$ cat src/rtl/alu_pkg.sv
// Shared definitions for the ALU front end: datapath width, ALU opcodes
// and the arbiter FSM state encoding.
// Imported by alu_arbiter and available to any block that issues ALU ops.
package alu_pkg;

  localparam int WIDTH = 16;

  // ALU opcodes. The arbiter does not decode these; it passes them to the ALU.
  localparam logic [2:0] ALU_ADD   = 3'b000;  // a + b
  localparam logic [2:0] ALU_SUB   = 3'b001;  // a - b
  localparam logic [2:0] ALU_SHL   = 3'b010;  // a << b
  localparam logic [2:0] ALU_SHR   = 3'b011;  // a >> b (logical)
  localparam logic [2:0] ALU_SAR   = 3'b100;  // a >>> b (arithmetic)
  localparam logic [2:0] ALU_NAND  = 3'b101;  // ~(a & b)
  localparam logic [2:0] ALU_OR    = 3'b110;  // a | b
  localparam logic [2:0] ALU_SHADD = 3'b111;  // a + (b << 1)

  typedef enum logic [1:0] {
    ST_IDLE = 2'd0,  // waiting for a request; the granted client sees ready
    ST_EXEC = 2'd1,  // operand registers drive the ALU
    ST_RESP = 2'd2   // result held until the owner consumes it
  } arb_state_e;

endpackage : alu_pkg

$ cat src/rtl/rr_arb2.sv
// Two-way round-robin grant, purely combinational (zero latency).
// No backpressure of its own: the parent qualifies the grants with its state.
// Ports: valid0/valid1 requests in, last_grant (client granted most recently),
//        gnt0/gnt1 one-hot-or-zero grant out.
module rr_arb2 (
  input  logic valid0,
  input  logic valid1,
  input  logic last_grant,
  output logic gnt0,
  output logic gnt1
);

  // A lone requester always wins; on a tie the client that was not served
  // last goes first, which bounds any waiting client to one transaction.
  always_comb begin
    gnt0 = valid0 & (~valid1 | last_grant);
    gnt1 = valid1 & (~valid0 | ~last_grant);
  end

endmodule : rr_arb2

$ cat src/rtl/alu_arbiter.sv
// Round-robin front end sharing one combinational ALU between two clients.
// Latency: request accepted at edge T, result valid from cycle T+2 (3-cycle turnaround).
// Backpressure: result held stable while resp_ready is low; no request is accepted until it is consumed.
// Ports: reqN_* request channels (valid/ready, a, b, op); respN_valid/respN_ready
//        response channels sharing resp_out/resp_zerof; alu_* drive/receive the external ALU.
module alu_arbiter #(
  parameter int WIDTH = alu_pkg::WIDTH
) (
  input  logic             clk,
  input  logic             rst,
  // client 0 request
  input  logic             req0_valid,
  output logic             req0_ready,
  input  logic [WIDTH-1:0] req0_a,
  input  logic [WIDTH-1:0] req0_b,
  input  logic [2:0]       req0_op,
  // client 1 request
  input  logic             req1_valid,
  output logic             req1_ready,
  input  logic [WIDTH-1:0] req1_a,
  input  logic [WIDTH-1:0] req1_b,
  input  logic [2:0]       req1_op,
  // responses
  output logic             resp0_valid,
  input  logic             resp0_ready,
  output logic             resp1_valid,
  input  logic             resp1_ready,
  output logic [WIDTH-1:0] resp_out,
  output logic             resp_zerof,
  // ALU
  output logic [WIDTH-1:0] alu_a,
  output logic [WIDTH-1:0] alu_b,
  output logic [2:0]       alu_op,
  input  logic [WIDTH-1:0] alu_out,
  input  logic             alu_zerof
);

  import alu_pkg::*;

  arb_state_e       state_q, state_d;
  logic             last_grant_q, last_grant_d;
  logic             owner_q, owner_d;
  logic [WIDTH-1:0] op_a_q, op_a_d;
  logic [WIDTH-1:0] op_b_q, op_b_d;
  logic [2:0]       op_op_q, op_op_d;
  logic [WIDTH-1:0] resp_out_q, resp_out_d;
  logic             resp_zerof_q, resp_zerof_d;

  logic gnt0, gnt1;
  logic acc0, acc1;
  logic resp_hs;

  rr_arb2 u_rr_arb2 (
    .valid0     (req0_valid),
    .valid1     (req1_valid),
    .last_grant (last_grant_q),
    .gnt0       (gnt0),
    .gnt1       (gnt1)
  );

  // ---------------------------------------------------------------------------
  // FSM output logic. Everything is forced low while rst is asserted so that a
  // request presented in the reset cycle is never accepted and an abandoned
  // result is never offered.
  // ---------------------------------------------------------------------------
  always_comb begin
    req0_ready  = 1'b0;
    req1_ready  = 1'b0;
    resp0_valid = 1'b0;
    resp1_valid = 1'b0;
    if (!rst) begin
      if (state_q == ST_IDLE) begin
        req0_ready = gnt0;
        req1_ready = gnt1;
      end
      if (state_q == ST_RESP) begin
        resp0_valid = ~owner_q;
        resp1_valid = owner_q;
      end
    end
  end

  assign acc0    = req0_valid & req0_ready;
  assign acc1    = req1_valid & req1_ready;
  // Only the owner's channel can be valid, so a non-owner ready has no effect.
  assign resp_hs = (resp0_valid & resp0_ready) | (resp1_valid & resp1_ready);

  // ---------------------------------------------------------------------------
  // FSM next-state logic
  // ---------------------------------------------------------------------------
  always_comb begin
    state_d = state_q;
    case (state_q)
      ST_IDLE: if (acc0 || acc1) state_d = ST_EXEC;
      ST_EXEC: state_d = ST_RESP;
      ST_RESP: if (resp_hs) state_d = ST_IDLE;
      default: state_d = ST_IDLE;
    endcase
  end

  // ---------------------------------------------------------------------------
  // FSM state register
  // ---------------------------------------------------------------------------
  always_ff @(posedge clk) begin
    if (rst) state_q <= ST_IDLE;
    else     state_q <= state_d;
  end

  // ---------------------------------------------------------------------------
  // Operand / result datapath
  // ---------------------------------------------------------------------------
  always_comb begin
    last_grant_d = last_grant_q;
    owner_d      = owner_q;
    op_a_d       = op_a_q;
    op_b_d       = op_b_q;
    op_op_d      = op_op_q;
    resp_out_d   = resp_out_q;
    resp_zerof_d = resp_zerof_q;

    if (acc0) begin
      op_a_d       = req0_a;
      op_b_d       = req0_b;
      op_op_d      = req0_op;
      owner_d      = 1'b0;
      last_grant_d = 1'b0;
    end else if (acc1) begin
      op_a_d       = req1_a;
      op_b_d       = req1_b;
      op_op_d      = req1_op;
      owner_d      = 1'b1;
      last_grant_d = 1'b1;
    end

    // The ALU has had the whole EXEC cycle to settle on the registered operands.
    if (state_q == ST_EXEC) begin
      resp_out_d   = alu_out;
      resp_zerof_d = alu_zerof;
    end
  end

  always_ff @(posedge clk) begin
    if (rst) begin
      last_grant_q <= 1'b1;  // client 0 wins the first tie
      owner_q      <= 1'b0;
      op_a_q       <= '0;
      op_b_q       <= '0;
      op_op_q      <= '0;
      resp_out_q   <= '0;
      resp_zerof_q <= 1'b0;
    end else begin
      last_grant_q <= last_grant_d;
      owner_q      <= owner_d;
      op_a_q       <= op_a_d;
      op_b_q       <= op_b_d;
      op_op_q      <= op_op_d;
      resp_out_q   <= resp_out_d;
      resp_zerof_q <= resp_zerof_d;
    end
  end

  assign alu_a      = op_a_q;
  assign alu_b      = op_b_q;
  assign alu_op     = op_op_q;
  assign resp_out   = resp_out_q;
  assign resp_zerof = resp_zerof_q;

endmodule : alu_arbiter

$ cat config.mk
export PLATFORM = sky130hd
export DESIGN_NAME = alu_arbiter
export DESIGN_NICKNAME = d
export VERILOG_FILES = /design/src/rtl/alu_pkg.sv /design/src/rtl/rr_arb2.sv /design/src/rtl/alu_arbiter.sv
export SDC_FILE = /design/constraint.sdc
export NUM_CORES = 1
export LEC_CHECK = 0
export ABC_AREA = 0
export BUFFER_PORTS_ARGS = -buffer_cell sky130_fd_sc_hd__buf_2
export CAP_MARGIN = 5
export CORE_ASPECT_RATIO = 1.4
export CORE_MARGIN = 1.5
export CORE_UTILIZATION = 44
export CTS_CLUSTER_SIZE = 8
export DETAILED_ROUTE_END_ITERATION = 8
export GPL_TIMING_DRIVEN = 0
export HOLD_SLACK_MARGIN = 0.12
export PLACE_DENSITY = 0.81
export SYNTH_ARGS = -nofsm -noshare
export SYNTH_HDL_FRONTEND = slang
export SYNTH_HIERARCHICAL = 1
export SYNTH_SLANG_ARGS = --single-unit
$ cat constraint.sdc
create_clock -name clk -period 2.1 [get_ports clk]
set_input_delay 0.105 -clock clk [delete_from_list [all_inputs] [get_ports clk]]
set_output_delay 0.105 -clock clk [all_outputs]
set_load 0.02 [all_outputs]
==> out/metrics.csv, run 1 <==
stage;metric;value;unit
synthesis;synthDistinctLibCells;28;
floorplan;fp-row-count;33;
placed_design;place_congestion;0.798;
timing;fin_crit;1940;ps
synthesis;yosysTopAreaCellShare;42.2;%
timing;max_freq;0.515;GHz
job;maxCapViolations;0;
synthesis;synth_most_common_cell;sky130_fd_sc_hd__dfxtp_1;
timing;setup_ws;158;ps
synthesis;synth_area_leader_cell;sky130_fd_sc_hd__dfxtp_1;
pwr;netSwitchingFraction;29.8;%
route;drc;0;
timing;grt_setup_unrepaired;no;
synthesis;synthArstFlopShare;0;%
timing;slew_headroom;59.2;%
timing;finalSetupViolCount;0;
synthesis;synth_area;0.00266;mm^2
route;detail_route.wl_per_cell;15.3;um
finish;layout.core_utilization;70.7;%
min_path;worst_hold_path.num_cells;3;
outcome;status;finished, final reports clean;
pwr;pwr-share-comb;25.9;%
finish;layoutNonFillerInstCount;587;
critical_path;critical_path.reg2reg.startpoint;last_grant_q;
clock_tree;clock_sink_count;56;
timing;fin_hold_ws;192;ps
global_route;pin_count_of_the_biggest_net_entering_global_routing;16;
finish;nets;609;
global_route;grtUsageTotal;26.9;%
clock_tree;clock_tree_from_tritoncts;built;
synthesis;seq_cells_post_synth;56;
floorplan;pin_count;149;
finish;layout.cell_area.non_filler;0.00415;mm^2
clock_tree;cts-buffers-inserted;5;
min_path;hold_start;req1_b[4];
timing;timing.clock.skew;2.96;ps
synthesis;synth-seq-area-share;42.2;%
global_route;grt_first_pass_wirelength;13600;um
global_route;grt_pass1_vias;3035;
pwr;p_sw;0.712;mW
synthesis;synth-main-ff-cell;sky130_fd_sc_hd__dfxtp_1;
pwr;power-per-cell-area;577;mW/mm^2
timing;finalCritPeriodShare;92.5;%
critical_path;rrSetupSlack;220;ps
route;drt-vias-per-instance;5.59;
floorplan;fp.dieW;68.7;um
pwr;total_leakage_power;1.91;nW
pwr;internal_power_component;1.68;mW
critical_path;timing.critical_path.arrival;1840;ps
clock_tree;clock_path_buffers;2;
timing;max_slew.worst_pin.slew;611;ps
critical_path;critPathRequiredTime;2000;ps
critical_path;timing.critical_path.fanout_max;10;
finish;area_growth;56.0;%
timing;finalSetupTns;0;ps
floorplan;initial_utilization;45.3;%
critical_path;end_kind;output pin;
synthesis;synth_edf_count;0;
pwr;clock_power_share;25.5;%
placed_design;hpwlAfterDp;5830;um
floorplan;core-area;0.00586;mm^2
route;antenna_violating_nets_post_route;0;
placed_design;port_buffers;148;
placed_design;place_area;0.00349;mm^2
floorplan;die_height;95.0;um
placed_design;place.detailed.instances;521;
min_path;hold_class;input port to register;
finish;final.fill_count;457;
clock_tree;ctsHtreeMaxLevel;2;
synthesis;yosysWarnings;6;
synthesis;synth_area_per_cell;8.77;um^2
clock_tree;clock_insertion_delay_worst_skew;300;ps
synthesis;synth_common_cells;sky130_fd_sc_hd__dfxtp_1, sky130_fd_sc_hd__inv_1, sky130_fd_sc_hd__a32oi_1, sky130_fd_sc_hd__o21ai_0, sky130_fd_sc_hd__nand2_1;
synthesis;synth_area_leaders;sky130_fd_sc_hd__dfxtp_1, sky130_fd_sc_hd__a32oi_1, sky130_fd_sc_hd__a221oi_1;
synthesis;netlist_instances;303;
finish;drive_gt1_share;35.2;%
clock_tree;worst_setup_hold_path_clk_slew;100;ps
min_path;worstHoldEndpoint;alu_b[4];
route;drtPass1Iterations;4;
pwr;total_power;2.39;mW
critical_path;rr_worst_depth;7;
route;routed_wl;8960;um
global_route;grt_remaining_overflow;0;
critical_path;critical_path.reg2reg.endpoint;alu_a[3];
placed_design;pre_cts_ws;11.6;ps
global_route;number_of_antenna_violations_at_the_first_check_in_global_routing;0;
timing;report.final.hold_viol_count;0;
pwr;vdd_ir_drop_max;0.000383;V
timing;finalMaxSlewViolations;0;
critical_path;setup.worst_path.start_class;register;
route;drt_iter0_drc;207;
critical_path;crit_type;register to output pin;
clock_tree;cts.root.buffer_cell;sky130_fd_sc_hd__clkbuf_8;
floorplan;die-area;0.00652;mm^2
finish;n_antenna_cell;0;
clock_tree;cts-resized-gates;0;
pwr;power.share.sequential;48.7;%
synthesis;postSynthNetCount;396;
route;vias;3284;
==> state kept, by name, summed over array words and instances, names as in the netlist <==
name,count
alu_a,16
alu_b,16
resp_out,16
alu_op,3
state_q,2
last_grant_q,1
owner_q,1
resp_zerof,1
==> layout by cell type, fill, tap and decap left out, types with 2 or more instances in the layout <==
master	n
sky130_fd_sc_hd__a21oi_1	20
sky130_fd_sc_hd__a221oi_1	25
sky130_fd_sc_hd__a221oi_2	10
sky130_fd_sc_hd__a32oi_1	35
sky130_fd_sc_hd__buf_1	2
sky130_fd_sc_hd__buf_12	2
sky130_fd_sc_hd__buf_2	156
sky130_fd_sc_hd__buf_4	6
sky130_fd_sc_hd__clkbuf_1	24
sky130_fd_sc_hd__clkbuf_8	6
sky130_fd_sc_hd__dfxtp_1	56
sky130_fd_sc_hd__dlygate4sd3_1	54
sky130_fd_sc_hd__inv_1	37
sky130_fd_sc_hd__nand2_1	34
sky130_fd_sc_hd__o21ai_0	35
==> how the worst max path moves through the flow <==
stage / startpoint / end
detailed placement: last_grant_q / alu_a[6]
finish: last_grant_q / req1_ready
global route: last_grant_q / alu_a[1]
floorplan: last_grant_q / alu_a[6]
CTS: last_grant_q / req1_ready
global placement: last_grant_q / alu_a[6]
==> layout make-up <==
cell class	count	area, um^2	area share (%)
Sequential cell	56	1120	27.0
Inverter	38	148	3.56
Multi-Input combinational cell	173	1200	29.0
Buffer	36	185	4.47
Timing Repair Buffer	206	1310	31.6
Clock buffer	8	90.1	2.17
Tap cell	70	87.6	2.11
==> per-layer routing <==
layer | vias to the layer above | part of all wire, % | wire [um] | track usage (%)
li1 | 1554 | - | - | -
met1 | 1535 | 38 | 3380 | 29.4
met2 | 161 | 51 | 4600 | 48.2
met3 | 34 | 7.0 | 627 | 4.53
met4 | 0 | 3.8 | 342 | 13.3
met5 | - | 0 | 0 | 0
==> cells by family (layout without fill, tap and decap cells) <==
logic type / count (synthesis) / count (layout) / share of synthesized area, %
flip-flops: 56 / 56 / 42.2
multiplexers: 1 / 1 / 0.377
AND/OR/NAND/NOR: 43 / 43 / 8.00
AO/OA/AOI/OAI: 129 / 129 / 36.9
buffers and inverters: 74 / 288 / 12.5
==> worst max-delay path: stages (launching register included) <==
cell                       delay (ps)
sky130_fd_sc_hd__dfxtp_1          330
sky130_fd_sc_hd__a21boi_0         150
sky130_fd_sc_hd__or4b_1           430
sky130_fd_sc_hd__buf_2            200
sky130_fd_sc_hd__clkinv_4          70
sky130_fd_sc_hd__buf_4            170
sky130_fd_sc_hd__buf_2            180
==> repair_timing <==
item,CTS,global route
hold buffers,54,0
setup buffers,4,0
endpoints found under the hold margin,53,0
endpoints found under the setup margin,1,0
==> power groups by stage <==
stage	registers [mW]	logic (mW)	clock network, mW
after floorplan	1.26	0.235	0
after global placement	1.19	0.515	0
after detailed placement	1.19	0.524	0
after CTS	1.16	0.610	0.619
after global routing	1.17	0.671	0.667
final	1.16	0.620	0.609
No activity file was read; power rests on OpenSTA's default activity.
==> run 2: changes to the inputs <==
- BUFFER_PORTS_ARGS: -buffer_cell sky130_fd_sc_hd__buf_2 -> -buffer_cell sky130_fd_sc_hd__clkbuf_2
==> run 2 against run 1 <==
Effect of this change:
- critical path depth decreased by 1
- register-to-register slack got worse by 20 ps
- final cell count decreased by 0.17%
- clock skew increased by 4.2 ps
- routed wire length increased by 2.7%
- final area about the same
- count of clock-buffer cells in the layout decreased by 2
- fmax decreased by 0.61%
- power increased by 0.46%
- core utilization about the same
- critical path type unchanged
- highest routed layer unchanged
==> out/metrics.csv, run 2 (synthesized netlist as in run 1, its figures left out) <==
stage;metric;value;unit;change
finish;footprint_of_the_multi_input_gates;0.00120;mm^2;unchanged
min_path;hold_class;input port to register;;unchanged
pwr;total_leakage_power;1.89;nW;was 1.91 nW
placed_design;hpwlAfterDp;5920;um;was 5830 um
timing;finalCritPeriodShare;93.0;%;was 92.5%
clock_tree;cts-resized-gates;0;;unchanged
timing;timing.clock.skew;7.21;ps;was 2.96 ps
timing;max_freq;0.512;GHz;was 0.515 GHz
finish;nets;608;;was 609
finish;highest_count_cells_in_the_layout_ignoring_fill_and_taps;sky130_fd_sc_hd__clkbuf_2, sky130_fd_sc_hd__dfxtp_1, sky130_fd_sc_hd__dlygate4sd3_1;;was sky130_fd_sc_hd__buf_2, sky130_fd_sc_hd__dfxtp_1, sky130_fd_sc_hd__dlygate4sd3_1
timing;finalSetupViolCount;0;;unchanged
floorplan;pin_count;149;;unchanged
route;drtPass1Iterations;4;;unchanged
placed_design;place_area;0.00349;mm^2;unchanged
critical_path;timing.critical_path.arrival;1850;ps;was 1840 ps
timing;fin_crit;1950;ps;was 1940 ps
placed_design;place_congestion;0.812;;was 0.798
clock_tree;cts-buffers-inserted;5;;unchanged
critical_path;crit_type;register to output pin;;unchanged
placed_design;port_buffers;148;;unchanged
route;detail_route.wl_per_cell;15.7;um;was 15.3 um
critical_path;critical-path-max-stage-delay;520;ps;was 430 ps
route;drc;0;;unchanged
clock_tree;cts.root.buffer_cell;sky130_fd_sc_hd__clkbuf_8;;unchanged
finish;drive_gt1_share;35.7;%;was 35.2%
clock_tree;worst_setup_hold_path_clk_slew;100;ps;about the same
global_route;number_of_antenna_violations_at_the_first_check_in_global_routing;0;;unchanged
finish;layout.core_utilization;70.7;%;about the same
clock_tree;clock_path_buffers;2;;unchanged
global_route;grt_pass1_vias;3164;;was 3035
pwr;total_power;2.40;mW;was 2.39 mW
floorplan;core-area;0.00586;mm^2;unchanged
pwr;netSwitchingFraction;30.4;%;was 29.8%
finish;layout.cell_area.non_filler;0.00415;mm^2;about the same
floorplan;fp.dieW;68.7;um;unchanged
pwr;power.share.sequential;48.5;%;was 48.7%
clock_tree;clock_sink_count;56;;unchanged
timing;slew_headroom;58.2;%;was 59.2%
critical_path;timing.critical_path.fanout_max;10;;unchanged
pwr;internal_power_component;1.67;mW;was 1.68 mW
global_route;grt_first_pass_wirelength;14000;um;was 13600 um
finish;n_antenna_cell;0;;unchanged
timing;report.final.hold_viol_count;0;;unchanged
critical_path;end_kind;output pin;;unchanged
timing;finalMaxSlewViolations;0;;unchanged
critical_path;setup.worst_path.start_class;register;;unchanged
route;antenna_violating_nets_post_route;0;;unchanged
global_route;grt_remaining_overflow;0;;unchanged
route;routed_wl;9200;um;was 8960 um
floorplan;initial_utilization;45.3;%;unchanged
floorplan;die-area;0.00652;mm^2;unchanged
pwr;pwr-share-comb;25.8;%;was 25.9%
global_route;grtUsageTotal;27.6;%;was 26.9%
finish;sequential_cell_area;0.00112;mm^2;unchanged
outcome;status;finished, final reports clean;;unchanged
critical_path;critical_path.slowest_cell;sky130_fd_sc_hd__or4b_1;;unchanged
finish;final.fill_count;470;;was 457
timing;max_slew.worst_pin.slew;627;ps;was 611 ps
critical_path;critical_path.cell_chain;or4b_1 -> buf_2 -> clkinv_4 -> buf_4 -> clkbuf_2;;was a21boi_0 -> or4b_1 -> buf_2 -> clkinv_4 -> buf_4 -> buf_2
route;drt_iter0_drc;268;;was 207
pwr;power-per-cell-area;580;mW/mm^2;was 577 mW/mm^2
floorplan;fp-row-count;33;;unchanged
floorplan;die_height;95.0;um;unchanged
critical_path;critPathRequiredTime;2000;ps;about the same
pwr;vdd_ir_drop_max;0.000412;V;was 0.000383 V
clock_tree;clock_insertion_delay_worst_skew;310;ps;was 300 ps
pwr;p_sw;0.731;mW;was 0.712 mW
route;vias;3297;;was 3284
job;maxCapViolations;0;;unchanged
finish;area_growth;56.0;%;about the same
pwr;clock_power_share;25.7;%;was 25.5%
timing;setup_ws;147;ps;was 158 ps
timing;finalSetupTns;0;ps;unchanged
timing;grt_setup_unrepaired;no;;unchanged
placed_design;pre_cts_ws;-16.5;ps;was 11.6 ps
clock_tree;ctsHtreeMaxLevel;2;;unchanged
route;drt-vias-per-instance;5.63;;was 5.59
clock_tree;clock_tree_from_tritoncts;built;;unchanged
finish;most_common_cell_after_layout_fill_and_taps_aside;sky130_fd_sc_hd__clkbuf_2;;was sky130_fd_sc_hd__buf_2
global_route;pin_count_of_the_biggest_net_entering_global_routing;17;;was 16
[run 2: power by group through the flow]
| stage | sequential, mW | clock (mW) | combinational (mW) |
|---|---|---|---|
| 6_report | 1.17 | 0.618 | 0.620 |
| 5_1_grt | 1.17 | 0.660 | 0.671 |
| 4_1_cts | 1.17 | 0.629 | 0.611 |
| 3_5_place_dp | 1.19 | 0 | 0.523 |
| 3_3_place_gp | 1.19 | 0 | 0.514 |
| 2_1_floorplan | 1.26 | 0 | 0.235 |
[run 2: stage by stage]
| stage | hold WS, ps | cells |
|---|---|---|
| after floorplan | 241 | 303 |
| after global placement | 328 | 521 |
| after detailed placement | 334 | 521 |
| after CTS | 168 | 587 |
| after global routing | 182 | 586 |
| final | 175 | 586 |
[run 2: final cells by class]
class / count / share of cell area [%]
Timing Repair Buffer: 206 / 31.6
Inverter: 38 / 3.56
Tap cell: 70 / 2.11
Buffer: 35 / 4.38
Multi-Input combinational cell: 173 / 29.0
Sequential cell: 56 / 27.0
Clock inverter: 2 / 0.241
Clock buffer: 6 / 1.99
[run 2: worst paths after layout]
| path | from | to | slack, ps | cells past startpoint |
|---|---|---|---|---|
| setup / recovery | state_q[1] | req1_ready | 150 | 5 |
| hold / removal | req1_b[12] | alu_b[12] | 170 | 3 |
| setup reg to reg | state_q[1] | alu_a[10] | 200 | 7 |
| hold reg to reg | resp_out[1] | resp_out[1] | 460 | 2 |
[run 2: per-layer routing]
layer	routed length, um	global-route usage, %	vias to the layer above
met5	0	0	-
li1	-	-	1548
met2	4830	50.3	171
met4	311	12.0	0
met3	643	5.84	33
met1	3420	29.3	1545
[run 2: critical path: cells and delay by family, from the launching register on]
| family | cells | cell delay [ps] |
|---|---|---|
| AND/OR/NAND/NOR | 1 | 520 |
| flip-flops | 1 | 390 |
| buffers and inverters | 4 | 630 |
[run 2: repair_timing]
| action | 4_1_cts | 5_1_grt |
|---|---|---|
| pin swaps | 0 | 0 |
| gates cloned | 0 | 0 |
| endpoints found under the hold margin | 53 | 0 |
| hold buffers | 54 | 0 |
| setup buffers | 4 | 0 |
| setup endpoints to repair | 10 | 1 |
==> run 3: changes to the inputs <==
- CORE_UTILIZATION: 44 -> 45
- PLACE_DENSITY: 0.81 -> 0.82
- clock period: 2.1 -> 2.5 ns (I/O delays scaled with it)
==> run 3 against run 2 <==
Effect of this change:
- routed wire length grew 1.6%
- sequential power shrank 16%
- hold slack got worse by 40 ps
- core utilization up 2.9 points
- sequential share of layout area increased by 0.13 points
- critical path depth grew 2
- count of clock-buffer cells in the layout stayed put
- die area down 2.1%
- critical path type is now register to register
- critical endpoint is now alu_a[6]
- largest cell class unchanged
- highest routed layer unchanged
==> out/metrics.csv, run 3 (synthesized netlist as in run 1, its figures left out) <==
stage;metric;value;unit;change
finish;highest_count_cells_in_the_layout_ignoring_fill_and_taps;sky130_fd_sc_hd__clkbuf_2, sky130_fd_sc_hd__dfxtp_1, sky130_fd_sc_hd__dlygate4sd3_1;;unchanged
placed_design;hpwlAfterDp;6010;um;was 5920 um
global_route;grt_remaining_overflow;0;;unchanged
route;antenna_violating_nets_post_route;0;;unchanged
global_route;grtUsageTotal;28.5;%;was 27.6%
finish;area_growth;55.2;%;was 56.0%
outcome;status;finished, final reports clean;;unchanged
clock_tree;cts-buffers-inserted;5;;unchanged
clock_tree;clock_path_buffers;2;;unchanged
placed_design;port_buffers;148;;unchanged
clock_tree;worst_setup_hold_path_clk_slew;110;ps;was 100 ps
clock_tree;cts_post_setup_buffers_inserted;0;;was 4
route;drt-vias-per-instance;5.79;;was 5.63
critical_path;timing.critical_path.fanout_max;10;;unchanged
clock_tree;clock_sink_count;56;;unchanged
route;detail_route.wl_per_cell;16.1;um;was 15.7 um
global_route;pin_count_of_the_biggest_net_entering_global_routing;18;;was 17
timing;setup_ws;427;ps;was 147 ps
clock_tree;cts-resized-gates;0;;unchanged
timing;report.final.hold_viol_count;0;;unchanged
route;drtPass1Iterations;7;;was 4
critical_path;setup.worst_path.start_class;register;;unchanged
min_path;hold_class;input port to register;;unchanged
clock_tree;clock_tree_from_tritoncts;built;;unchanged
finish;nets;603;;was 608
route;routed_wl;9340;um;was 9200 um
floorplan;die_height;93.9;um;was 95.0 um
placed_design;pre_cts_ws;452;ps;was -16.5 ps
route;drc;0;;unchanged
timing;max_freq;0.482;GHz;
critical_path;cp-startpoint;last_grant_q;;was state_q[1]
global_route;grt_pass1_vias;3221;;was 3164
floorplan;pin_count;149;;unchanged
floorplan;fp-row-count;32;;was 33
clock_tree;ctsHtreeMaxLevel;2;;unchanged
placed_design;place_congestion;0.824;;was 0.812
clock_tree;clock_insertion_delay_worst_skew;310;ps;about the same
critical_path;crit_type;register to register;;was register to output pin
timing;timing.clock.skew;11.0;ps;was 7.21 ps
route;drt_iter0_drc;340;;was 268
finish;most_common_cell_after_layout_fill_and_taps_aside;sky130_fd_sc_hd__clkbuf_2;;unchanged
floorplan;fp.dieW;68.0;um;was 68.7 um
timing;finalSetupViolCount;0;;unchanged
floorplan;die-area;0.00638;mm^2;was 0.00652 mm^2
timing;fin_crit;2070;ps;
critical_path;timing.critical_path.arrival;2240;ps;was 1850 ps
clock_tree;cts.root.buffer_cell;sky130_fd_sc_hd__clkbuf_8;;unchanged
critical_path;critPathRequiredTime;2670;ps;was 2000 ps
finish;layout.core_utilization;73.6;%;was 70.7%
timing;finalCritPeriodShare;82.9;%;
critical_path;critical_path.reg2reg.startpoint;last_grant_q;;was state_q[1]
timing;grt_setup_unrepaired;no;;unchanged
pwr;vdd_ir_drop_max;0.000393;V;was 0.000412 V
timing;slew_headroom;58.8;%;was 58.2%
min_path;hold_start;resp0_ready;;was req1_b[12]
pwr;total_leakage_power;1.88;nW;was 1.89 nW
floorplan;core-area;0.00561;mm^2;was 0.00586 mm^2
job;maxCapViolations;0;;unchanged
global_route;number_of_antenna_violations_at_the_first_check_in_global_routing;0;;unchanged
timing;finalSetupTns;0;ps;unchanged
finish;drive_gt1_share;35.2;%;was 35.7%
route;vias;3350;;was 3297
clock_tree;cts_hold_buffers;52;;was 54
critical_path;end_kind;register;;was output pin
finish;n_antenna_cell;0;;unchanged
pwr;power-per-cell-area;517;mW/mm^2;was 580 mW/mm^2
timing;finalMaxSlewViolations;0;;unchanged
global_route;grt_first_pass_wirelength;14200;um;was 14000 um
floorplan;initial_utilization;47.4;%;was 45.3%
timing;max_slew.worst_pin.slew;618;ps;was 627 ps
## run 3: changes by cell type in the layout (fill, tap and decap cells not counted), sizes merged
cell	change
clkinv	-1
bufinv	+1
buf	-4
clkbuf	+1
dlygate4sd3	-2
## run 3: path summary, 6_finish.rpt
path	end	slack, ps	cells after the start
max reg2reg	alu_a[6]	430	7
max	alu_a[6]	430	7
min	state_q[1]	130	4
min reg2reg	resp_out[11]	460	2
## run 3: power by group
part | leakage [nW] | switching, mW | internal, mW
clock | 0.0614 | 0.307 | 0.328
combinational | 1.36 | 0.287 | 0.228
sequential | 0.457 | 0.0336 | 0.948
total | 1.88 | 0.628 | 1.50
## run 3: cell type report
cell class / count / area [um^2]
clock inverters: 2 / 38.8
flip-flops and latches: 56 / 1120
fillers: 413 / 1480
plain buffers: 36 / 185
well taps: 68 / 85.1
repair buffers: 200 / 1260
inverters: 38 / 148
multi-input cells: 173 / 1200
clock buffers: 6 / 82.6
## run 3: stage by stage
step / power (mW) / instances / cell area, um^2 / hold WS, ps
2_1_floorplan: 1.26 / 303 / 2660 / 261
6_report: 2.13 / 579 / 4130 / 134
3_3_place_gp: 1.43 / 519 / 3480 / 347
3_5_place_dp: 1.44 / 519 / 3480 / 358
4_1_cts: 2.13 / 579 / 4130 / 134
5_1_grt: 2.22 / 579 / 4130 / 166
## run 3: per-layer routing
metal	vias up	GRT usage [%]	share of wire, %
met5	-	0	0
met4	0	12.7	2.9
met3	28	6.71	8.1
met2	175	51.4	53
met1	1610	30.2	36
li1	1537	-	-
## run 3: worst max-delay path: stages, from the launching register on
cell and delay (ps):
sky130_fd_sc_hd__dfxtp_1 380, sky130_fd_sc_hd__inv_1 50, sky130_fd_sc_hd__a21boi_1 130, sky130_fd_sc_hd__nor4b_4 470
sky130_fd_sc_hd__and2_1 210, sky130_fd_sc_hd__buf_2 220, sky130_fd_sc_hd__buf_2 330, sky130_fd_sc_hd__a221oi_1 140
